<file path="src/rtl/nf10_drr_pkg.sv">
// Shared widths, FSM encoding and the saturating adder for the DRR scheduler.
package nf10_drr_pkg;

  localparam int unsigned DRR_NUM_QUEUES    = 5;
  localparam int unsigned DRR_LEN_WIDTH     = 16;
  localparam int unsigned DRR_DEFICIT_WIDTH = 18;

  typedef enum logic {
    SCAN  = 1'b0,
    SERVE = 1'b1
  } drr_state_e;

  // Unsigned add of two values, clamped to 2^width-1 (width <= 32).
  function automatic logic [31:0] sat_add(input logic [31:0] a,
                                          input logic [31:0] b,
                                          input int unsigned width);
    logic [32:0] sum;
    logic [32:0] lim;
    sum = {1'b0, a} + {1'b0, b};
    lim = (33'(1) << width) - 33'(1);
    return (sum > lim) ? lim[31:0] : sum[31:0];
  endfunction

endpackage

</file>
<file path="src/rtl/nf10_drr_deficit_bank.sv">
// Per-queue deficit counters: one indexed write port and one indexed read port.
module nf10_drr_deficit_bank
  import nf10_drr_pkg::*;
#(
  parameter int unsigned NUM_QUEUES    = DRR_NUM_QUEUES,
  parameter int unsigned DEFICIT_WIDTH = DRR_DEFICIT_WIDTH,
  parameter int unsigned IDX_WIDTH     = $clog2(NUM_QUEUES)
) (
  input  logic                     clk,
  input  logic                     rst_n,
  input  logic [IDX_WIDTH-1:0]     i_idx,
  input  logic                     i_we,
  input  logic [DEFICIT_WIDTH-1:0] i_wdata,
  output logic [DEFICIT_WIDTH-1:0] o_rdata_c
);

  logic [DEFICIT_WIDTH-1:0] r_deficit [NUM_QUEUES];

  always_ff @(posedge clk or negedge rst_n) begin
    if (!rst_n) begin
      for (int i = 0; i < int'(NUM_QUEUES); i++) begin
        r_deficit[i] <= '0;
      end
    end else if (i_we) begin
      r_deficit[i_idx] <= i_wdata;
    end
  end

  assign o_rdata_c = r_deficit[i_idx];

endmodule

</file>
<file path="src/rtl/nf10_drr_scheduler.sv">
// Deficit-round-robin packet scheduler: visits one queue per cycle and holds a
// one-hot grant for a whole packet until pkt_done.
module nf10_drr_scheduler
  import nf10_drr_pkg::*;
#(
  parameter int unsigned NUM_QUEUES     = DRR_NUM_QUEUES,
  parameter int unsigned LEN_WIDTH      = DRR_LEN_WIDTH,
  parameter int unsigned DEFICIT_WIDTH  = DRR_DEFICIT_WIDTH,
  parameter int unsigned QUEUE_ID_WIDTH = $clog2(NUM_QUEUES)
) (
  input  logic                                axi_aclk,
  input  logic                                axi_resetn,
  input  logic                                sched_en,
  input  logic [NUM_QUEUES-1:0]               queue_req,
  input  logic [NUM_QUEUES*LEN_WIDTH-1:0]     head_len,
  input  logic [NUM_QUEUES*DEFICIT_WIDTH-1:0] quantum,
  input  logic                                pkt_done,
  output logic [NUM_QUEUES-1:0]               grant,
  output logic [QUEUE_ID_WIDTH-1:0]           grant_queue,
  output logic                                grant_valid
);

  drr_state_e                r_state, w_state_nxt;
  logic [QUEUE_ID_WIDTH-1:0] r_cur_queue, w_cur_nxt, w_cur_inc;
  logic                      r_fresh, w_fresh_nxt;
  logic [NUM_QUEUES-1:0]     r_grant, w_grant_nxt;
  logic [QUEUE_ID_WIDTH-1:0] r_grant_queue, w_gq_nxt;
  logic                      r_grant_valid;

  logic [LEN_WIDTH-1:0]      w_head  [NUM_QUEUES];
  logic [DEFICIT_WIDTH-1:0]  w_quant [NUM_QUEUES];
  logic [DEFICIT_WIDTH-1:0]  w_def_rd, w_def_wdata, w_eff, w_eff_sat, w_head_ext;
  logic                      w_def_we;

  for (genvar g = 0; g < int'(NUM_QUEUES); g++) begin : g_unpack
    assign w_head[g]  = head_len[g*LEN_WIDTH +: LEN_WIDTH];
    assign w_quant[g] = quantum[g*DEFICIT_WIDTH +: DEFICIT_WIDTH];
  end

  nf10_drr_deficit_bank #(
    .NUM_QUEUES   (NUM_QUEUES),
    .DEFICIT_WIDTH(DEFICIT_WIDTH),
    .IDX_WIDTH    (QUEUE_ID_WIDTH)
  ) u_bank (
    .clk      (axi_aclk),
    .rst_n    (axi_resetn),
    .i_idx    (r_cur_queue),
    .i_we     (w_def_we),
    .i_wdata  (w_def_wdata),
    .o_rdata_c(w_def_rd)
  );

  // A fresh visit tops the deficit up with the quantum; a revisit after a packet does not.
  assign w_eff_sat  = DEFICIT_WIDTH'(sat_add(32'(w_def_rd), 32'(w_quant[r_cur_queue]), DEFICIT_WIDTH));
  assign w_eff      = r_fresh ? w_eff_sat : w_def_rd;
  assign w_head_ext = DEFICIT_WIDTH'(w_head[r_cur_queue]);
  assign w_cur_inc  = (r_cur_queue == QUEUE_ID_WIDTH'(NUM_QUEUES - 1)) ?
                      '0 : r_cur_queue + QUEUE_ID_WIDTH'(1);

  always_comb begin
    w_state_nxt = r_state;
    w_cur_nxt   = r_cur_queue;
    w_fresh_nxt = r_fresh;
    w_grant_nxt = r_grant;
    w_gq_nxt    = r_grant_queue;
    w_def_we    = 1'b0;
    w_def_wdata = w_eff;
    case (r_state)
      SCAN: begin
        if (sched_en) begin
          w_def_we = 1'b1;
          if (!queue_req[r_cur_queue]) begin
            w_def_wdata = '0;
            w_cur_nxt   = w_cur_inc;
            w_fresh_nxt = 1'b1;
          end else if (w_eff >= w_head_ext) begin
            w_def_wdata = w_eff - w_head_ext;
            w_grant_nxt = NUM_QUEUES'(1) << r_cur_queue;
            w_gq_nxt    = r_cur_queue;
            w_state_nxt = SERVE;
          end else begin
            w_cur_nxt   = w_cur_inc;
            w_fresh_nxt = 1'b1;
          end
        end
      end
      SERVE: begin
        // Stay on the same queue so it can spend any remaining deficit.
        if (pkt_done) begin
          w_grant_nxt = '0;
          w_fresh_nxt = 1'b0;
          w_state_nxt = SCAN;
        end
      end
      default: w_state_nxt = SCAN;
    endcase
  end

  always_ff @(posedge axi_aclk or negedge axi_resetn) begin
    if (!axi_resetn) begin
      r_state       <= SCAN;
      r_cur_queue   <= '0;
      r_fresh       <= 1'b1;
      r_grant       <= '0;
      r_grant_queue <= '0;
      r_grant_valid <= 1'b0;
    end else begin
      r_state       <= w_state_nxt;
      r_cur_queue   <= w_cur_nxt;
      r_fresh       <= w_fresh_nxt;
      r_grant       <= w_grant_nxt;
      r_grant_queue <= w_gq_nxt;
      r_grant_valid <= |w_grant_nxt;
    end
  end

  assign grant       = r_grant;
  assign grant_queue = r_grant_queue;
  assign grant_valid = r_grant_valid;

endmodule
</file>
<file path="config.mk">
export PLATFORM = sky130hd
export DESIGN_NAME = nf10_drr_scheduler
export DESIGN_NICKNAME = d
export VERILOG_FILES = /design/src/rtl/nf10_drr_pkg.sv /design/src/rtl/nf10_drr_deficit_bank.sv /design/src/rtl/nf10_drr_scheduler.sv
export SDC_FILE = /design/constraint.sdc
export NUM_CORES = 1
export LEC_CHECK = 0
export CAP_MARGIN = 0
export CORE_AREA = 2 2 149 151
export DETAILED_ROUTE_END_ITERATION = 12
export DIE_AREA = 0 0 151 153
export PLACE_DENSITY_LB_ADDON = 0.1
export SLEW_MARGIN = 20
export SYNTH_ARGS = -nofsm -noshare
export SYNTH_HDL_FRONTEND = slang
export SYNTH_SLANG_ARGS = --single-unit
</file>
<file path="constraint.sdc">
create_clock -name axi_aclk -period 11.25 [get_ports axi_aclk]
set_input_delay 2.25 -clock axi_aclk [delete_from_list [all_inputs] [get_ports axi_aclk]]
set_output_delay 2.25 -clock axi_aclk [all_outputs]
set_load 0.01 [all_outputs]
</file>
# After elaboration in Yosys (flattened, before gate mapping)
# Cells that the tools add are included.
# op_classes
bitwise_logic,2
shift,1
eq_ne,5
addsub,3
magnitude_cmp,5
reduce_logical,5
n_mux,40
# op_table
cell,n
two-way mux 18 bit,11
binary-select mux 18 bit (select 3 bit),2
bitwise mux 90 bit,1
demux 18 bit (select 3 bit),1
binary-select mux 16 bit (select 3 bit),1
two-way mux 16 bit,2
two-way mux 5 bit,4
adder 18 x 18 -> 19 bit,1
> comparator 19 x 18 -> 1 bit (second input constant),1
>= comparator 18 x 16 -> 1 bit,1
subtractor 18 x 16 -> 18 bit,1
two-way mux 1 bit,11
one-hot mux 5 bit (2 select lines),1
two-way mux 3 bit,3
!= test 2 bit (second input constant),3
AND reduction 3 bit,2
OR reduction 5 bit,1
left shift 1 x 3 -> 5 bit (first input constant),1
>= comparator 4 bit (second input constant),1
< comparator 3 x 4 -> 1 bit (second input constant),1
< comparator 4 x 1 -> 1 bit (second input constant),1
NOT 3 -> 4 bit,1
one-hot mux 1 bit (2 select lines),2
AND reduction 4 bit,1
other kinds (6),6
# totals
output_inout_bits,9
regBits,104

# Depth between registers and ports, before layout
# Gate-level depths: netlist (run 1).
# logic_depth
ltp_word,14
depth_mapped,33
ltp_nobuf,26

# Cells and area by module
# A second synthesis (run 1) with hierarchy kept.
# hier_totals
cells_unflattened,878
area_unflattened_um2,8608.3
# by_module_without_submodules
module,instances,seq_area_each_um2,cells_each,area_each_um2
nf10_drr_scheduler,1,351.6,595,4309.1
nf10_drr_deficit_bank,1,2252.2,283,4299.1

# Worst setup path before layout (run 1)
# OpenSTA, ideal clock, no wires.
# synth_timing
path_kind,input -> register
from,input quantum[57]
to,register u_bank.r_deficit[18] in the netlist's numbering
required_time_ps,11153
cell_stages,23
arrival_time_ps,7365
path_buffers,1
path_slack_ps,3788
cell_sequence,mux4_2 a22o_1 ha_1 and2_4 a221o_1 o2111ai_2 a21oi_1 o21ai_0 a31oi_1 xnor2_1 a21oi_1 ha_1 clkbuf_1 nand4_1 nor2_1 a32o_1 a31oi_1 o41a_1 o31ai_1 or4_4 nor2_8 mux2_2 o31ai_1
# synth_between
elab_chain_cells,13
word_cells_on_any_way,14
# synth_rtl
item,line,rtl
"start, declared",nf10_drr_scheduler.sv:16,"input logic [NUM_QUEUES*DEFICIT_WIDTH-1:0] quantum,"
binary-select mux 18 bit (select 3 bit) *,nf10_drr_scheduler.sv:54,"assign w_eff_sat = DEFICIT_WIDTH'(sat_add(32'(w_def_rd), 32'(w_quant[r_cur_queue]), DEFICIT_WIDTH));"
two-way mux 18 bit (implied by the code) * (2 in series),nf10_drr_scheduler.sv:54,
adder 18 x 18 -> 19 bit *,nf10_drr_pkg.sv:19,"sum = {1'b0, a} + {1'b0, b};"
> comparator 19 x 18 -> 1 bit,nf10_drr_pkg.sv:21,return (sum > lim) ? lim[31:0] : sum[31:0];
two-way mux 18 bit *,nf10_drr_pkg.sv:21,
two-way mux 18 bit *,nf10_drr_scheduler.sv:55,assign w_eff = r_fresh ? w_eff_sat : w_def_rd;
subtractor 18 x 16 -> 18 bit or >= comparator 18 x 16 -> 1 bit (tied branches),"nf10_drr_scheduler.sv:77, nf10_drr_scheduler.sv:76",
two-way mux 18 bit,nf10_drr_scheduler.sv:76,end else if (w_eff >= w_head_ext) begin
two-way mux 18 bit,nf10_drr_scheduler.sv:72,if (!queue_req[r_cur_queue]) begin
two-way mux 18 bit,nf10_drr_scheduler.sv:70,if (sched_en) begin
two-way mux 18 bit *,nf10_drr_scheduler.sv:68,case (r_state)
bitwise mux 90 bit *,nf10_drr_deficit_bank.sv:25,r_deficit[i_idx] <= i_wdata;
"end signal, assigned by index",nf10_drr_deficit_bank.sv:25,
"end, declared",nf10_drr_deficit_bank.sv:17,logic [DEFICIT_WIDTH-1:0] r_deficit [NUM_QUEUES];
# Mark *: on every way between the ends. The rest lies on a longest branch, timed or not. The select of a mux whose other input is x is not followed.
# A chain may end at the register's enable or synchronous reset.

# Worst setup path after layout (run 1)
# layout_timing
from,input quantum[57]
to,register u_bank.r_deficit[72] in the netlist's numbering
# Same word-level chain as after synthesis.

==> flow_summary.yaml, run 1 <==
sta:
  fmax_ghz: 0.117
  slew_headroom_pct: 40.1
  setup_tns_ns: 0
  finalHoldViolations: 0
  period_share_pct: 76.0
  slew_violations: 0
  skew_ns: 0.00910
  tightest_slew_ns: 0.896
  period_needed_ns: 8.55
  grt_setup_unrepaired: "false"
  setup_viol: 0
die:
  design.core.area_um2: 21500
  die_w_um: 151
  start_util_pct: 39.6
  die-height_um: 153
  dieArea_um2: 23100
  rows: 54
  ios: 188
synthesis:
  seq_area_frac_synth_pct: 30.6
  synth.area.top_cells: "dfrtp_1, nand2_1, ha_1"
  synth_compound_area_share_pct: 28.4
  ys_ff_latch: 104
  synth_xor_xnor_area_share_pct: 2.47
  ys_types: 93
  synth_mux_area_share_pct: 12.6
  post-synth-top-count-cell: "nand2_1"
  synth_area_per_cell_um2: 8.96
  yosys.area.top_type: "dfrtp_1"
  async_flop_share_pct: 100
  synth_common_cells: "nand2_1, dfrtp_1, o21ai_0"
  synthesis.nets: 1169
  synthSimpleGateAreaFrac_pct: 15.9
  yosys_warnings: 0
  synth_adder_area_share_pct: 6.06
  yosysTopAreaCellShare_pct: 30.3
  syn_inst: 950
  synth_top_family_by_area: "compound AO/OA/AOI/OAI gates"
  synth_edf_count: 0
  synth_ff_type: "dfrtp_1"
  netlist_area_um2: 8510
cts:
  cts_resized: 0
  numCtsBuffers: 9
  clk_pin_slew_ns: 0.07
  clock-sinks: 104
  clock_latency_ns: 0.35
  postCtsHoldBufs: 0
  cts_tree: "built"
  post-cts-setup-buffers: 0
  htree_num_levels: 3
  ctsLongestPathBuffers: 2
  cts-root-buf: "clkbuf_16"
worst_setup_path:
  worstPathRequired_ns: 11.49
  path_cells: "clkdlybuf4s50_1 -> mux4_2 -> a22o_1 -> ha_1 -> and2_4 -> a221o_1 -> o2111ai_2 -> a21oi_1 -> o21ai_0 -> a31oi_1 -> xnor2_1 -> a21oi_1 -> ha_1 -> nand4_1 -> nor2_1 -> a32o_1 -> a31oi_1 -> o41a_1 -> o31ai_1 -> or4_4 -> nor2_8 -> mux2_2 -> o31ai_1"
  rr_worst_depth: 24
  cp_max_fo: 24
  crit_family: "compound AO/OA/AOI/OAI gates"
  critPathBufInv: 1
  crit_path_start_kind: "input port"
  r2r-end: "u_bank.r_deficit[72]"
  setup.worst_path.class: "input port to register"
  worstPathArrival_ns: 8.79
  slowest_delay_ns: 0.56
  r2r_start: "r_cur_queue[1]"
  crit_slowest_cell: "or4_4"
  worst_setup_path_end_kind: "register"
  reg2reg_slack_ns: 3.35
worst_hold_path:
  min_path_cells: 2
  min_from: "u_bank.r_deficit[54]"
  hold_path.class: "register to register"
  min_to: "u_bank.r_deficit[54]"
global_routing:
  gr-usage-all-layers_pct: 25.4
  grt_overflow_total: 0
  grt_max_degree: 80
  antenna_found_initial: 0
  grt_pass1_vias: 8106
  grt_pass1_wl_um: 45600
run_status:
  outcome: "finished, final reports clean"
place:
  port-buffer-count: 187
  place_hpwl_um: 22500
  gp_congestion: 1.02
  placed_area_um2: 10600
run:
  max_cap_violations: 0
final_layout:
  syn_to_final_growth_pct: 28.2
  fin_nets: 1331
  antenna_cells: 0
  final_cell_area_um2: 10900
  layout-drive-gt1-share_pct: 9.94
detailed_routing:
  vias_per_cell: 5.97
  routedWlPerCell_um: 21.1
  drtAntennaViolNets: 0
  drc: 0
  via_count: 8345
  wirelength_um: 29500
  drtIter0Drc: 717
  firstDrtPassIters: 5
==> layout make-up <==
| type | instances | area (um2) |
|---|---|---|
| Inverter | 22 | 82.6 |
| Sequential cell | 104 | 2610 |
| Fill cell | 1995 | 10600 |
| Tap cell | 280 | 350 |
| Clock buffer | 10 | 229 |
| Timing Repair Buffer | 203 | 1990 |
| Clock inverter | 6 | 67.6 |
| Multi-Input combinational cell | 772 | 5590 |
==> tightest hold or removal path, cell delays in order, from the launching register on <==
cell and delay [ns]:
dfrtp_1 0.34, nand2_1 0.05, o31ai_1 0.05
==> worst max path at each step <==
stage	startpoint	to	slack, ns	cells past startpoint
after CTS	quantum[57]	u_bank.r_deficit[72]	2.81	23
final	quantum[57]	u_bank.r_deficit[72]	2.70	23
after floorplan	quantum[57]	u_bank.r_deficit[18]	3.79	23
after detailed placement	quantum[57]	u_bank.r_deficit[72]	2.44	23
after global routing	quantum[55]	u_bank.r_deficit[70]	2.33	26
after global placement	quantum[57]	u_bank.r_deficit[72]	2.64	23
==> metrics by stage <==
stage	instances	utilization, %	setup WS (ns)	hold slack, ns
floorplan	950	-	3.79	0.441
global placement	1381	49.4	2.64	0.456
detailed placement	1381	49.4	2.44	0.463
CTS	1397	50.8	2.81	0.477
global route	1397	50.8	2.33	0.501
finish	1397	50.8	2.70	0.474
==> registers in the layout (all words and copies together) (netlist names) <==
register and flops:
grant_valid 1, grant_queue 3, r_fresh 1, r_cur_queue 3, u_bank.r_deficit 90, r_state 1
grant 5
==> cell families (layout without fill, tap and decap cells) <==
logic type | after synthesis | in the layout
AOI/OAI and AO/OA | 337 | 337
xor gates and xnor gates | 24 | 24
DFF | 104 | 104
adders and majority gates | 40 | 40
muxes | 82 | 82
and+or+nand+nor | 289 | 289
buffers and inverters | 74 | 241
==> cells in the final DEF (no fill, tap or decap), types with 5 or more instances in the layout <==
cell / instances
a31oi_1: 18
o41ai_1: 5
a221o_1: 28
a22oi_1: 9
buf_4: 16
nor2_1: 67
a21oi_1: 42
dfrtp_1: 101
xor2_1: 11
mux4_2: 17
nand2b_1: 9
a21boi_0: 5
mux2_2: 24
nand2_1: 135
o21ai_0: 85
a32oi_1: 10
or3_1: 6
o21ai_1: 8
nand3_1: 16
a22o_1: 10
xnor2_1: 13
mux2i_1: 40
nor3_1: 5
o22ai_1: 5
a21o_1: 21
a221oi_1: 10
clkdlybuf4s50_1: 186
inv_1: 21
ha_1: 38
and2_1: 6
nor2b_1: 5
nor4_1: 5
nand4_1: 6
o31ai_1: 24
clkbuf_16: 9
==> per-layer routing <==
metal / up-vias / wire length [um] / global-route usage [%]
li1: 3952 / - / -
met1: 4038 / 13200 / 35.8
met2: 318 / 14000 / 41.8
met3: 37 / 1830 / 2.99
met4: 0 / 484 / 6.10
met5: - / 0 / 0
Power of run 1 is not shown: default switching activity piles up to over one toggle a cycle in this logic, so the estimate is an artifact.
==> run 2, diff against run 1 <==
- clock period: 11.25 -> 7.8 ns (I/O delays scaled with it)
==> run 2 against run 1 <==
Compared with the run above:
- core utilization rose by 0.65 points
- first-iteration DRC count fell by 13%
- sequential cell count did not move
- non-clock buffer count rose by 19
- cell area rose by 1.3%
- register-to-register slack got worse by 2.8 ns
- die area did not move
- via count rose by 0.23%
- wire length rose by 0.74%
- critical path type unchanged
==> flow_summary.yaml, run 2 (synthesis results as in run 1) <==
cts:
  cts-root-buf: "clkbuf_16"
  cts_resized: 0
  postCtsHoldBufs: 0
  ctsLongestPathBuffers: 2
  htree_num_levels: 3
  numCtsBuffers: 9
  cts_tree: "built"
  clock_latency_ns: 0.35
  post-cts-setup-buffers: 0
  clock-sinks: 104
  clk_pin_slew_ns: 0.07
sta:
  finalHoldViolations: 0
  slew_violations: 0
  grt_setup_unrepaired: "false"
  skew_ns: 0.0113
  setup_viol: 0
  tightest_slew_ns: 0.845
  whs_ns: 0.475
  fmax_ghz: 0.138
  period_needed_ns: 7.24
  slew_headroom_pct: 43.7
  period_share_pct: 92.8
  setup_tns_ns: 0
global_routing:
  grt_max_degree: 65
  antenna_found_initial: 0
  grt_pass1_vias: 8009
  grt_pass1_wl_um: 45900
  gr-usage-all-layers_pct: 25.6
  grt_overflow_total: 0
final_layout:
  layout-drive-gt1-share_pct: 11.5
  fin_nets: 1350
  regMostFlops: "u_bank.r_deficit"
  mostFrequentLayoutCells: "clkdlybuf4s50_1, nand2_1, dfrtp_1"
  antenna_cells: 0
  n_fill_cell: 2037
  seqCellArea_um2: 2610
  largest_reg_flops: 90
  syn_to_final_growth_pct: 29.9
  layout_commonest_cell: "clkdlybuf4s50_1"
  multiInputGateArea_um2: 5580
run_status:
  outcome: "finished, final reports clean"
place:
  port-buffer-count: 187
  place_hpwl_um: 23300
  gp_congestion: 0.940
detailed_routing:
  drc: 0
  wirelength_um: 29700
  drtAntennaViolNets: 0
  routedWlPerCell_um: 21.0
  vias_per_cell: 5.91
  firstDrtPassIters: 5
  drtIter0Drc: 623
  via_count: 8364
worst_hold_path:
  hold_path.class: "register to register"
die:
  start_util_pct: 39.6
  rows: 54
  ios: 188
  dieArea_um2: 23100
  die-height_um: 153
  design.core.area_um2: 21500
  die_w_um: 151
worst_setup_path:
  crit_path_start_kind: "input port"
  worstPathArrival_ns: 7.47
  setup.worst_path.class: "input port to register"
  cp_max_fo: 20
  worst_setup_path_end_kind: "register"
  worstPathRequired_ns: 8.03
run:
  max_cap_violations: 0
-- run 2: cell types whose count changed in the layout (fill, tap and decap cells not counted), sizes merged --
cell      before  now
buf           17   36
clkinvlp       2    1
clkinv         2    3
clkbuf        10    9
inv           23   24
-- run 2: cell type report --
cell class / count / area share (%)
Tap cell: 280 / 3.17
Timing Repair Buffer: 222 / 19.3
Clock inverter: 7 / 0.702
Inverter: 22 / 0.747
Clock buffer: 9 / 2.04
Sequential cell: 104 / 23.6
Multi-Input combinational cell: 772 / 50.5
-- run 2: per-layer routing --
layer	up-vias	part of all wire, %	GRT usage [%]	routed length (um)
li1	3990	-	-	-
met1	4095	46	36.8	13500
met2	241	47	41.0	13900
met3	38	6.0	3.13	1780
met4	0	1.8	6.14	535
met5	-	0	0	0
-- run 2: final timing paths --
path	from	end	slack, ns	cells past startpoint
hold reg to reg	u_bank.r_deficit[70]	u_bank.r_deficit[70]	0.47	2
max in group asynchronous	axi_resetn	u_bank.r_deficit[56]	5.39	2
min in group asynchronous	axi_resetn	u_bank.r_deficit[62]	1.18	1
hold / removal	u_bank.r_deficit[70]	u_bank.r_deficit[70]	0.47	2
setup / recovery	quantum[57]	u_bank.r_deficit[17]	0.56	24
setup reg to reg	r_cur_queue[0]	u_bank.r_deficit[17]	0.57	22
-- run 2: metrics by stage --
stage | worst slack [ns] | instances | utilization [%] | area (um2)
2_1_floorplan | 0.774 | 950 | - | 8510
3_3_place_gp | 0.315 | 1400 | 50.1 | 10800
3_5_place_dp | 0.247 | 1400 | 50.1 | 10800
4_1_cts | 0.593 | 1416 | 51.5 | 11100
5_1_grt | 0.0653 | 1416 | 51.5 | 11100
6_report | 0.561 | 1416 | 51.5 | 11100
-- run 2: worst max-delay path: stages --
cell,delay (ns)
clkdlybuf4s50_1,0.39
mux4_2,0.47
a22o_1,0.21
ha_1,0.36
and2_4,0.19
a221oi_1,0.31
a21boi_0,0.19
nor2_1,0.12
nor2_1,0.05
nor2_1,0.11
xor2_1,0.08
a21oi_1,0.63
ha_1,0.43
a21oi_1,0.22
nand2_1,0.11
a32o_1,0.26
a31oi_1,0.15
o41a_1,0.16
o31ai_1,0.09
or4_4,0.56
nor2_8,0.15
buf_4,0.28
nor4_1,0.10
a221o_1,0.28
Power of run 2 is left out for the same reason.
